<file path="config.mk">
export PLATFORM = sky130hd
export DESIGN_NAME = uart_tx
export DESIGN_NICKNAME = d
export VERILOG_FILES = /design/src/rtl/uart_pkg.sv /design/src/rtl/uart_tx.sv
export SDC_FILE = /design/constraint.sdc
export NUM_CORES = 1
export LEC_CHECK = 0
export ABC_AREA = 1
export BUFFER_PORTS_ARGS = -buffer_cell sky130_fd_sc_hd__buf_4
export CAP_MARGIN = 20
export CORE_UTILIZATION = 55
export CTS_CLUSTER_SIZE = 20
export DETAILED_ROUTE_END_ITERATION = 6
export PLACE_DENSITY_LB_ADDON = 0.3
export SYNTH_ARGS = -nofsm -noshare
export SYNTH_HDL_FRONTEND = slang
export SYNTH_SLANG_ARGS = --single-unit
</file>
<file path="constraint.sdc">
create_clock -name clk_i -period 4.1 [get_ports clk_i]
set_input_delay 0.205 -clock clk_i [delete_from_list [all_inputs] [get_ports clk_i]]
set_output_delay 0.205 -clock clk_i [all_outputs]
set_load 0.01 [all_outputs]
</file>
<file path="src/rtl/uart_pkg.sv">
// Shared UART definitions: transmitter state encoding and oversampling ratio.
// The receiver reuses both, so keep them here rather than in either module.
package uart_pkg;

  // Ticks per serial bit; baud_gen runs at 16x the bit rate.
  localparam int OversampleTicks = 16;

  typedef enum logic [2:0] {
    IDLE   = 3'd0,
    START  = 3'd1,
    DATA   = 3'd2,
    PARITY = 3'd3,
    STOP   = 3'd4
  } tx_state_t;

endpackage

</file>
<file path="src/rtl/uart_tx.sv">
// UART transmitter: start bit, DataBits data bits LSB first, optional even
// parity bit, then StopTicks ticks of stop level. Bit timing comes from the
// 16x tick strobe of baud_gen; tx_o is registered straight to the pad.
//
// Handshake: tx_start_i is a valid strobe with din_i as its payload. The
// transmitter is ready exactly when tx_busy_o is low (IDLE and not in the
// done cycle); a word transfers on any clock where valid and ready are both
// high. A request while not ready is dropped, never queued, and din_i is
// only sampled on the transfer clock.
module uart_tx
  import uart_pkg::*;
#(
  parameter int DataBits  = 8,
  parameter int StopTicks = 16,
  parameter bit ParityEn  = 1'b0
) (
  input  logic                clk_i,
  input  logic                rst_i,
  input  logic                tick_i,
  input  logic                tx_start_i,
  input  logic [DataBits-1:0] din_i,
  output logic                tx_o,
  output logic                tx_busy_o,
  output logic                tx_done_o,
  output tx_state_t           state_o
);

  // The tick counter must also reach StopTicks-1 while in STOP.
  localparam int TickW = (StopTicks > OversampleTicks) ? $clog2(StopTicks)
                                                       : $clog2(OversampleTicks);
  localparam int BitW  = $clog2(DataBits);

  localparam logic [TickW-1:0] BitLast  = TickW'(OversampleTicks - 1);
  localparam logic [TickW-1:0] StopLast = TickW'(StopTicks - 1);
  localparam logic [BitW-1:0]  DataLast = BitW'(DataBits - 1);

  tx_state_t           state_q;
  logic [TickW-1:0]    tick_cnt;
  logic [BitW-1:0]     bit_cnt;
  logic [DataBits-1:0] shift_q;
  logic                parity_q;

  assign state_o = state_q;

  // Frame sequencer: every output is registered, so the line changes on the
  // edge after the tick that ends a bit.
  always_ff @(posedge clk_i) begin
    if (rst_i) begin
      state_q   <= IDLE;
      tick_cnt  <= '0;
      bit_cnt   <= '0;
      shift_q   <= '0;
      parity_q  <= 1'b0;
      tx_o      <= 1'b1;
      tx_busy_o <= 1'b0;
      tx_done_o <= 1'b0;
    end else begin
      tx_done_o <= 1'b0;
      case (state_q)
        IDLE: begin
          tx_o <= 1'b1;
          // Busy covers the done cycle, so requests in that cycle are dropped.
          if (tx_done_o) begin
            tx_busy_o <= 1'b0;
          end else if (tx_start_i) begin
            shift_q   <= din_i;
            tick_cnt  <= '0;
            bit_cnt   <= '0;
            parity_q  <= 1'b0;
            tx_o      <= 1'b0;
            tx_busy_o <= 1'b1;
            state_q   <= START;
          end
        end
        START: begin
          if (tick_i) begin
            if (tick_cnt == BitLast) begin
              tick_cnt <= '0;
              tx_o     <= shift_q[0];
              state_q  <= DATA;
            end else begin
              tick_cnt <= tick_cnt + TickW'(1);
            end
          end
        end
        DATA: begin
          if (tick_i) begin
            if (tick_cnt == BitLast) begin
              tick_cnt <= '0;
              shift_q  <= shift_q >> 1;
              parity_q <= parity_q ^ shift_q[0];
              if (bit_cnt == DataLast) begin
                if (ParityEn) begin
                  tx_o    <= parity_q ^ shift_q[0];
                  state_q <= PARITY;
                end else begin
                  tx_o    <= 1'b1;
                  state_q <= STOP;
                end
              end else begin
                bit_cnt <= bit_cnt + BitW'(1);
                tx_o    <= shift_q[1];
              end
            end else begin
              tick_cnt <= tick_cnt + TickW'(1);
            end
          end
        end
        PARITY: begin
          if (tick_i) begin
            if (tick_cnt == BitLast) begin
              tick_cnt <= '0;
              tx_o     <= 1'b1;
              state_q  <= STOP;
            end else begin
              tick_cnt <= tick_cnt + TickW'(1);
            end
          end
        end
        STOP: begin
          if (tick_i) begin
            if (tick_cnt == StopLast) begin
              tick_cnt  <= '0;
              tx_o      <= 1'b1;
              tx_done_o <= 1'b1;
              state_q   <= IDLE;
            end else begin
              tick_cnt <= tick_cnt + TickW'(1);
            end
          end
        end
        default: begin
          tx_o    <= 1'b1;
          state_q <= IDLE;
        end
      endcase
    end
  end

endmodule
</file>
==> results of run 1 <==
-- final timing paths --
path / endpoint / cells after the start / slack (ns)
worst min-delay path: state_o[0]$_SDFFE_PP0P_ / 2 / 0.10
worst max register to register: shift_q[0]$_SDFFE_PP0P_ / 8 / 2.25
worst max-delay path: shift_q[0]$_SDFFE_PP0P_ / 8 / 2.25
worst min register to register: tx_busy_o$_SDFFE_PP0P_ / 2 / 0.49
-- critical path: cells and delay by family (launching register included) --
kind / cells / cell delay (ns)
flip-flops: 1 / 0.40
AND/OR/NAND/NOR: 6 / 1.11
buffers and inverters: 2 / 0.25
-- routing by layer --
metal  track usage (%)  part of all wire, %  up-vias
li1                  -                    -      576
met1             29.56                   49      474
met2             36.22                   46       31
met3             4.906                  4.3        4
met4             11.11                  1.1        0
met5                 0                    0        -
-- where the power goes --
group	total, µW	internal [µW]	switching (µW)
clock network	96.3	37.8	58.5
logic	690	254	436
registers	373	296	77.2
total	1160	587	572
-- per-stage QoR --
stage	cell area, µm²	total power [µW]	hold slack [ns]
floorplan	1149	916.1	0.2674
global placement	1290	1037	0.4137
detailed placement	1290	1061	0.4259
CTS	1316	1160	0.09897
global route	1316	1281	0.09164
finish	1316	1159	0.1038
-- logic make-up (layout without fill, tap and decap cells) --
kind of cell | after synthesis | in the layout
compound gates | 21 | 21
flops | 21 | 21
simple gates | 109 | 109
xor+xnor | 1 | 1
fa+ha+maj | 3 | 3
buf+inv | 15 | 33
-- area by class of cell --
cell class,count,share of cell area [%]
Multi-Input combinational cell,134,50.19
Sequential cell,21,31.94
Timing Repair Buffer,17,9.696
Inverter,12,3.612
Tap cell,27,2.567
Clock buffer,4,1.996
-- state kept, by name, summed over array words and instances (netlist names) --
name,cells
state_o,3
tick_cnt,4
bit_cnt,3
tx_done_o,1
tx_busy_o,1
tx_o,1
shift_q,8
-- placed cells by master (no fill, tap or decap) --
cell type   n
ha_1        3
nand2_1    48
nor4_1      1
nor2_4      1
nor2_1     36
a21oi_1     5
nand3_1     5
inv_2       2
o21ai_0    13
buf_4      17
nand3_4     2
nor3_1      1
nand4_1     2
clkbuf_4    3
clkbuf_1    1
xor2_1      1
a21oi_2     1
o21bai_1    2
dfxtp_1    21
inv_4       1
nand3b_1    1
nand3_2     2
inv_1       9
nand2_2     6
nor2_2      3
or2_2       1
==> results.md, run 1 <==
- Synth cell types: 26
- Clock tree root buffer cell: clkbuf_4
- Average footprint of a synthesized cell: 6.756 µm²
- Post-synthesis compound-gate area fraction: 9.913%
- Pin count of the biggest net entering global routing: 17
- Area contributors post-synth: dfxtp_1, nand2_1, nor2_1, o21ai_0, ha_1
- Netlist Area Pre-Place: 0.001149 mm²
- Critical path's largest stage delay: 0.50 ns
- Violations in the final reports: DRC
- Clock latency at the later pin of the worst-skew pair: 0.29 ns
- Initial cell density of the core: 58.55%
- Post-synthesis sequential element count: 21
- Remaining design rule violation count: 1
- Setup TNS: 0 ns
- Deepest clock path buffer count: 2
- Ordered list of cells on the worst path: inv_2 > nand2_1 > nor2_1 > nand2_1 > nand3_4 > inv_4 > nor2_1 > nor2_1
- Yosys warning total: 0
- Vias in the first global route: 919
- Max transition margin: 57.21%
- Max frequency: 539.2 MHz
- Number of optimization iterations in the first detailed-route pass: 7
- Critical path launch point: state_o[2]$_SDFFE_PP0P_
- Layout cells sized above 1: 20.74%
- Post-synthesis share of cell area spent on and, or, nand and nor gates: 43.57%
- Resize count post-CTS: 0
- Antenna violations before repair: 0
- Share of the synthesized area in the top cell type: 36.60%
- Post-synthesis cell count: 170
- Shortest clock period the worst path allows after layout: 1.855 ns
- Die area: 0.002275 mm²
- Synthesized netlist net count: 185
- Storage element area: 420.4 µm²
- Most area-hungry cell type in the Yosys netlist: dfxtp_1
- Port Buffer Count: 17
- Worst Tran Pin Value: 0.6395 ns
- Post-synth top flop: dfxtp_1
- Global-route congestion overflow total: 0
- Detail Placement HPWL: 1696 µm
- Leakage power: 0.0006428 µW
- Final period utilization: 45.23%
- CP max FO: 11
- Worst Min Path Start: rst_i
- Power density over the cells: 880.8 mW/mm²
- Share of the core filled with cells: 67.09%
- Total area of multi-input combinational cells: 660.6 µm²
- Crit path capture type: register
- Buffers inserted during post-CTS setup optimization: 0
- P&R area growth vs syn: 14.60%
- Inserted Clock Buffers: 3
- Fill cell instance count of the final layout: 187
- Number of DRC markers in iteration 0: 28
- List of most frequent post-synthesis cells: nand2_1, nor2_1, dfxtp_1
- Final number of hold-violating endpoints: 0
- Filler-free cell count of the finished design: 215
- Multiplexer area fraction after synthesis: 0%
- Critical path launch point type: register
- CTS tree: done
- Number of H-tree levels: 1
- Clock tree skew after final layout: 0.004134 ns
- Remaining antenna violation count after routing: 0
- Unrepaired setup endpoints after global routing: false
- Die Ht: 47.70 µm
- Category of the critical setup timing path: reg2reg
- Crit path DAT: 2.05 ns
- Number of flops mapped to enable cells by yosys: 0
- Final-report setup violation count: 0
- Post-Synth Adder-Cell Area: 3.268%
- Most common cell in the netlist: nand2_1
- Number of placed cells counting well taps: 211
- Main combinational cell family by area after synthesis: simple AND/OR/NAND/NOR gates
- Overall fraction of global-route tracks in use: 22.90%
- First-pass GRT wire length: 3650 µm
- Sequential-to-total area share from yosys stat: 36.60%
- Reg-to-reg critical path startpoint: state_o[2]$_SDFFE_PP0P_
- Max Transition Viols Final: 0
- Critical Path Most Common Cell: nor2_1
- Critical path required time: 4.30 ns
- I/O pin total: 18
- Average detailed-routed wire length per instance: 10.60 µm
- Standard cell with the maximum stage delay on the critical path: nor2_1
- Total of hold buffers inserted after clock tree synthesis: 0
- Die Wd: 47.70 µm
- Number of sinks handled by clock tree synthesis: 21
- Path class of the lowest-slack min-delay path: in2reg
- Clock edge transition at the registers on the reported setup and hold paths: 0.11 ns
- Detailed Route WL: 2280 µm
- Pre-CTS setup slack: 2.301 ns
- Max-cap violations: 0
- Number of nets in the layout: 204
- Least setup slack across all paths after layout: 2.245 ns
- Async set-or-reset flop fraction in the synthesized netlist: 0%
- Number of cell rows: 16
- Total vias in the final route: 1085
- Run status: complete, but fails checks
- Fraction of synthesized cell area in xor and xnor cells: 0.7625%
- Peak supply drop: 0.5855 mV
- Number of antenna repair diodes: 0
- Core ar.: 0.001962 mm²
- Vias per Instance: 5.047
- Routability cong.: 0.8864
(Power assumes the default switching activity.)
==> inputs of run 2 (changes only) <==
Settings changed: CORE_UTILIZATION 55 to 49.
Clock period 4.1 ns to 1.6 ns, I/O delays scaled along.
==> results.md, run 2 (synthesis gave the netlist of run 1 again) <==
- Clock edge transition at the registers on the reported setup and hold paths: 0.12 ns (was 0.11 ns)
- Standard cell with the maximum stage delay on the critical path: dfxtp_1 (was nor2_1)
- Max transition margin: 72.07% (was 57.21%)
- Clock tree root buffer cell: clkbuf_4 (unchanged)
- Number of optimization iterations in the first detailed-route pass: 4 (was 7)
- Leakage power: 0.0006592 µW (was 0.0006428 µW)
- Setup TNS: 0 ns (unchanged)
- Critical path launch point type: register (unchanged)
- Pin count of the biggest net entering global routing: 17 (unchanged)
- Most used cells in the layout excluding fill and tap cells: nand2_1, nor2_1, dfxtp_1 (unchanged)
- Flip-flop count of the largest register after layout: 8 (unchanged)
- Clock latency at the later pin of the worst-skew pair: 0.31 ns (was 0.29 ns)
- Port Buffer Count: 17 (unchanged)
- Antenna violations before repair: 0 (unchanged)
- Critical path's largest stage delay: 0.56 ns (was 0.50 ns)
- Core ar.: 0.002212 mm² (was 0.001962 mm²)
- Filler-free cell count of the finished design: 219 (was 215)
- Vias per Instance: 5.023 (was 5.047)
- Remaining antenna violation count after routing: 0 (unchanged)
- Routability cong.: 0.8712 (was 0.8864)
- Overall fraction of global-route tracks in use: 21.13% (was 22.90%)
- Crit path capture type: register (unchanged)
- Global-route congestion overflow total: 0 (unchanged)
- Layout cells sized above 1: 21.99% (was 20.74%)
- Ordered list of cells on the worst path: nand3_4 > nand2_2 > nand2_1 > nor2_2 > nand2_1 > nand2_1 > nor2_1 (was inv_2 > nand2_1 > nor2_1 > nand2_1 > nand3_4 > inv_4 > nor2_1 > nor2_1)
- Worst Min Path Start: din_i[7] (was rst_i)
- Worst Tran Pin Value: 0.4185 ns (was 0.6395 ns)
- I/O pin total: 18 (unchanged)
- Number of H-tree levels: 1 (unchanged)
- Most common cell after layout, fill and taps aside: nand2_1 (unchanged)
- Vias in the first global route: 940 (was 919)
- Biggest registers after layout: shift_q x8, tick_cnt x4 (unchanged)
- Remaining design rule violation count: 0 (was 1)
- Deepest clock path buffer count: 2 (unchanged)
- Max frequency: 696.4 MHz (was 539.2 MHz)
- Dominant delay contributor by cell family on the critical path: simple AND/OR/NAND/NOR gates (unchanged)
- Category of the critical setup timing path: reg2reg (unchanged)
- Crit path DAT: 1.66 ns (was 2.05 ns)
- Final period utilization: 89.75% (was 45.23%)
- Inserted Clock Buffers: 3 (unchanged)
- Shortest clock period the worst path allows after layout: 1.436 ns (was 1.855 ns)
- Max-cap violations: 0 (unchanged)
- Die Ht: 50.42 µm (was 47.70 µm)
- Buffers & Inverters on Critical Path: 0 (was 2)
- Critical path launch point: state_o[1]$_SDFFE_PP0P_ (was state_o[2]$_SDFFE_PP0P_)
- Number of DRC markers in iteration 0: 25 (was 28)
- Clock tree skew after final layout: 0.002183 ns (was 0.004134 ns)
- Total vias in the final route: 1100 (was 1085)
- Number of cell rows: 17 (was 16)
- Number of nets in the layout: 207 (was 204)
- CTS tree: done (unchanged)
- Average detailed-routed wire length per instance: 10.48 µm (was 10.60 µm)
- Detailed Route WL: 2295 µm (was 2280 µm)
- P&R area growth vs syn: 16.99% (was 14.60%)
- Peak supply drop: 1.220 mV (was 0.5855 mV)
- Max Transition Viols Final: 0 (unchanged)
- Reg-to-reg critical path startpoint: state_o[1]$_SDFFE_PP0P_ (was state_o[2]$_SDFFE_PP0P_)
- Number of sinks handled by clock tree synthesis: 21 (unchanged)
- First-pass GRT wire length: 3953 µm (was 3650 µm)
- Critical path required time: 1.82 ns (was 4.30 ns)
- Path class of the lowest-slack min-delay path: in2reg (unchanged)
- Die Wd: 50.42 µm (was 47.70 µm)
- Final number of hold-violating endpoints: 0 (unchanged)
- Unrepaired setup endpoints after global routing: false (unchanged)
- Register ranked first by flip-flop count: shift_q (unchanged)
- CP max FO: 10 (was 11)
- Detail Placement HPWL: 1678 µm (was 1696 µm)
- Power density over the cells: 2212 mW/mm² (was 880.8 mW/mm²)
- Number of antenna repair diodes: 0 (unchanged)
- Initial cell density of the core: 51.92% (was 58.55%)
- Run status: finished, final reports clean (was complete, but fails checks)
- Critical Path Most Common Cell: nand2_1 (was nor2_1)
- Number of placed cells counting well taps: 214 (was 211)
- Die area: 0.002542 mm² (was 0.002275 mm²)
- Final-report setup violation count: 0 (unchanged)
[run 2: metal layers]
metal,vias up,routed length [µm],track usage [%]
met5,-,0,0
li1,584,-,-
met4,0,26,9.259
met3,2,114,6.364
met2,23,1073,34.89
met1,491,1080,25.14
[run 2: layout make-up]
| class | instances | area [µm²] |
|---|---|---|
| clock buffers | 3 | 22.52 |
| clock inverters | 1 | 5.005 |
| multi-input cells | 134 | 660.6 |
| repair buffers | 20 | 152.6 |
| well taps | 28 | 35.03 |
| fillers | 217 | 868.3 |
| inverters | 12 | 47.55 |
| flip-flops and latches | 21 | 420.4 |
[run 2: per-stage QoR]
stage / setup WS [ns] / util [%] / instance area, µm² / hold WS, ns / power (µW)
after floorplan: 0.2883 / - / 1149 / 0.1424 / 2347
after global placement: 0.1899 / 59.05 / 1306 / 0.2938 / 2683
after detailed placement: 0.1772 / 59.05 / 1306 / 0.3034 / 2724
after CTS: 0.1510 / 60.75 / 1344 / 0.07511 / 2999
after global routing: 0.0005081 / 60.75 / 1344 / 0.07142 / 3311
final: 0.1640 / 60.75 / 1344 / 0.08737 / 2972
[run 2: final timing paths]
path	endpoint	slack, ns	cells past startpoint
setup reg to reg	bit_cnt[1]$_SDFFE_PP0P_	0.16	7
hold reg to reg	tx_busy_o$_SDFFE_PP0P_	0.49	2
hold / removal	shift_q[7]$_SDFFE_PP0P_	0.09	5
setup / recovery	bit_cnt[1]$_SDFFE_PP0P_	0.16	7
[run 2: power breakdown]
group	internal (µW)	switching, µW	leakage (µW)	total (µW)
Sequential	758	198	0.000174	956
Combinational	663	1090	0.000468	1750
Clock	93.5	172	0.0000177	265
Total	1510	1460	0.000659	2970
[run 2: worst reg2reg max path, delay by kind of cell, from the launching register on]
kind / cells / cell delay (ns)
flops: 1 / 0.56
simple gates: 7 / 0.78
[run 2: timing repair]
action,4_1_cts,5_1_grt
setup buffers,0,0
hold buffers,1,0
gates resized for setup,0,0
endpoints found under the hold margin,5,0
==> inputs of run 3 (changes only) <==
Settings changed: CORE_UTILIZATION 49 to 55.
Clock period 1.6 ns to 1.75 ns, I/O delays scaled along.
==> results.md, run 3 (synthesis gave the netlist of run 1 again) <==
- Unrepaired setup endpoints after global routing: false (unchanged)
- Worst hold slack across all endpoints: 0.06667 ns (was 0.08737 ns)
- Register ranked first by flip-flop count: shift_q (unchanged)
- Number of H-tree levels: 1 (unchanged)
- Critical path launch point type: register (unchanged)
- Number of optimization iterations in the first detailed-route pass: 6 (was 4)
- Max frequency: 665.7 MHz (was 696.4 MHz)
- Die Ht: 47.70 µm (was 50.42 µm)
- Final number of hold-violating endpoints: 0 (unchanged)
- Global-route congestion overflow total: 0 (unchanged)
- Peak supply drop: 1.127 mV (was 1.220 mV)
- End point of the most critical hold path: shift_q[7]$_SDFFE_PP0P_ (unchanged)
- Shortest clock period the worst path allows after layout: 1.502 ns (was 1.436 ns)
- CP max FO: 4 (was 10)
- Max Transition Viols Final: 0 (unchanged)
- Deepest clock path buffer count: 2 (unchanged)
- Die Wd: 47.70 µm (was 50.42 µm)
- Number of cell rows: 16 (was 17)
- Average detailed-routed wire length per instance: 10.46 µm (was 10.48 µm)
- Vias in the first global route: 822 (was 940)
- Flip-flop count of the largest register after layout: 8 (unchanged)
- Total vias in the final route: 1101 (was 1100)
- Number of sinks handled by clock tree synthesis: 21 (unchanged)
- Run status: complete, but fails checks (was finished, final reports clean)
- Ordered list of cells on the worst path: ha_1 > nand4_1 > nand2_1 > nand2_2 > nor2_2 > nand2_1 > nand2_1 > nor2_1 (was nand3_4 > nand2_2 > nand2_1 > nor2_2 > nand2_1 > nand2_1 > nor2_1)
- First-pass GRT wire length: 3436 µm (was 3953 µm)
- Number of placed cells counting well taps: 212 (was 214)
- Detailed Route WL: 2269 µm (was 2295 µm)
- Reg-to-reg critical path startpoint: tick_cnt[0]$_SDFFE_PP0P_ (was state_o[1]$_SDFFE_PP0P_)
- Remaining design rule violation count: 1 (was 0)
- Inserted Clock Buffers: 3 (unchanged)
- Category of the critical setup timing path: reg2reg (unchanged)
- Buffers inserted during post-CTS setup optimization: 0 (unchanged)
- Antenna violations before repair: 0 (unchanged)
- Number of antenna repair diodes: 0 (unchanged)
- Final-report setup violation count: 0 (unchanged)
- Worst hold stages: 5 (unchanged)
- Crit path DAT: 1.74 ns (was 1.66 ns)
- Pin count of the biggest net entering global routing: 17 (unchanged)
- Crit path capture type: register (unchanged)
- Port Buffer Count: 17 (unchanged)
- P&R area growth vs syn: 16.23% (was 16.99%)
- Initial cell density of the core: 58.55% (was 51.92%)
- CTS tree: done (unchanged)
- Vias per Instance: 5.074 (was 5.023)
- Layout cells sized above 1: 21.58% (was 21.99%)
- Path class of the lowest-slack min-delay path: in2reg (unchanged)
- Number of DRC markers in iteration 0: 17 (was 25)
- Remaining antenna violation count after routing: 0 (unchanged)
- I/O pin total: 18 (unchanged)
- Violations in the final reports: DRC
- Worst-case reg-to-reg path depth: 8 (was 7)
- Routability cong.: 0.8478 (was 0.8712)
- Clock edge transition at the registers on the reported setup and hold paths: 0.13 ns (was 0.12 ns)
- Share of the core filled with cells: 68.05% (was 60.75%)
- Worst r2r dst: bit_cnt[2]$_SDFFE_PP0P_ (was bit_cnt[1]$_SDFFE_PP0P_)
- Number of nets in the layout: 206 (was 207)
- Standard cell with the maximum stage delay on the critical path: dfxtp_1 (unchanged)
- Dominant delay contributor by cell family on the critical path: simple AND/OR/NAND/NOR gates (unchanged)
- Filler-free cell count of the finished design: 217 (was 219)
- Critical path launch point: tick_cnt[0]$_SDFFE_PP0P_ (was state_o[1]$_SDFFE_PP0P_)
- Worst Min Path Start: din_i[7] (unchanged)
- Critical path required time: 1.99 ns (was 1.82 ns)
- Buffers & Inverters on Critical Path: 0 (unchanged)
- Worst Tran Pin Value: 0.4165 ns (was 0.4185 ns)
- Critical path's largest stage delay: 0.39 ns (was 0.56 ns)
- Most common cell after layout, fill and taps aside: nand2_1 (unchanged)
- Clock tree root buffer cell: clkbuf_4 (unchanged)
- Overall fraction of global-route tracks in use: 21.50% (was 21.13%)
- Clock tree skew after final layout: 0.01614 ns (was 0.002183 ns)
- Max transition margin: 72.20% (was 72.07%)
- Reg-to-reg setup timing slack: 0.25 ns (was 0.16 ns)
- Core ar.: 0.001962 mm² (was 0.002212 mm²)
- Max-cap violations: 0 (unchanged)
- Critical Path Most Common Cell: nand2_1 (unchanged)
- Total of hold buffers inserted after clock tree synthesis: 1 (unchanged)
- Final period utilization: 85.84% (was 89.75%)
- Setup TNS: 0 ns (unchanged)
- Power density over the cells: 2057 mW/mm² (was 2212 mW/mm²)
- Most used cells in the layout excluding fill and tap cells: nand2_1, nor2_1, dfxtp_1 (unchanged)
- Clock latency at the later pin of the worst-skew pair: 0.32 ns (was 0.31 ns)
- Resize count post-CTS: 0 (unchanged)
- Die area: 0.002275 mm² (was 0.002542 mm²)
- Detail Placement HPWL: 1743 µm (was 1678 µm)
- Biggest registers after layout: shift_q x8, tick_cnt x4 (unchanged)
- Leakage power: 0.0006550 µW (was 0.0006592 µW)
## run 3: cell count changes in the layout (fill, tap and decap cells not counted), sizes merged
cell | before | now
buf | 19 | 18
## run 3: worst max path at each step
stage | to | slack [ns] | cells past startpoint
2_1_floorplan | bit_cnt[1]$_SDFFE_PP0P_ | 0.44 | 8
3_5_place_dp | bit_cnt[2]$_SDFFE_PP0P_ | 0.23 | 8
4_1_cts | bit_cnt[2]$_SDFFE_PP0P_ | 0.23 | 8
5_1_grt | bit_cnt[0]$_SDFFE_PP0P_ | 0.12 | 8
6_report | bit_cnt[2]$_SDFFE_PP0P_ | 0.25 | 8
3_3_place_gp | bit_cnt[1]$_SDFFE_PP0P_ | 0.34 | 7
## run 3: cell type report
type / count / area, µm²
tap: 27 / 33.78
fill: 183 / 626.9
clock inverter: 1 / 5.005
clock buffer: 3 / 22.52
multi-input combinational: 134 / 660.6
timing repair buffer: 19 / 145.1
sequential: 21 / 420.4
inverter: 12 / 47.55
## run 3: tightest hold or removal path, cell delays in order
cell	delay [ns]
buf_4	0.07
nand2_1	0.04
nand2_1	0.05
nand2_1	0.04
nor2_1	0.07
## run 3: layer usage
metal  track usage (%)  up-vias  part of all wire, %
met3             4.528        4                  3.8
met5                 0        -                    0
met2             33.24       23                   45
met4             8.333        0                  1.1
met1             29.22      483                   50
li1                  -      591                    -
## run 3: through the flow
| step | worst slack [ns] | area, µm² | power [µW] |
|---|---|---|---|
| after floorplan | 0.4383 | 1149 | 2146 |
| after global placement | 0.3428 | 1297 | 2446 |
| after detailed placement | 0.2307 | 1297 | 2513 |
| after CTS | 0.2342 | 1335 | 2760 |
| after global routing | 0.1174 | 1335 | 3028 |
| final | 0.2477 | 1335 | 2746 |
## run 3: power breakdown
part | leakage, µW | switching [µW] | internal (µW)
Sequential | 0.000174 | 180 | 693
Combinational | 0.000464 | 1020 | 608
Clock | 0.0000177 | 159 | 85.6
Total | 0.000655 | 1360 | 1390
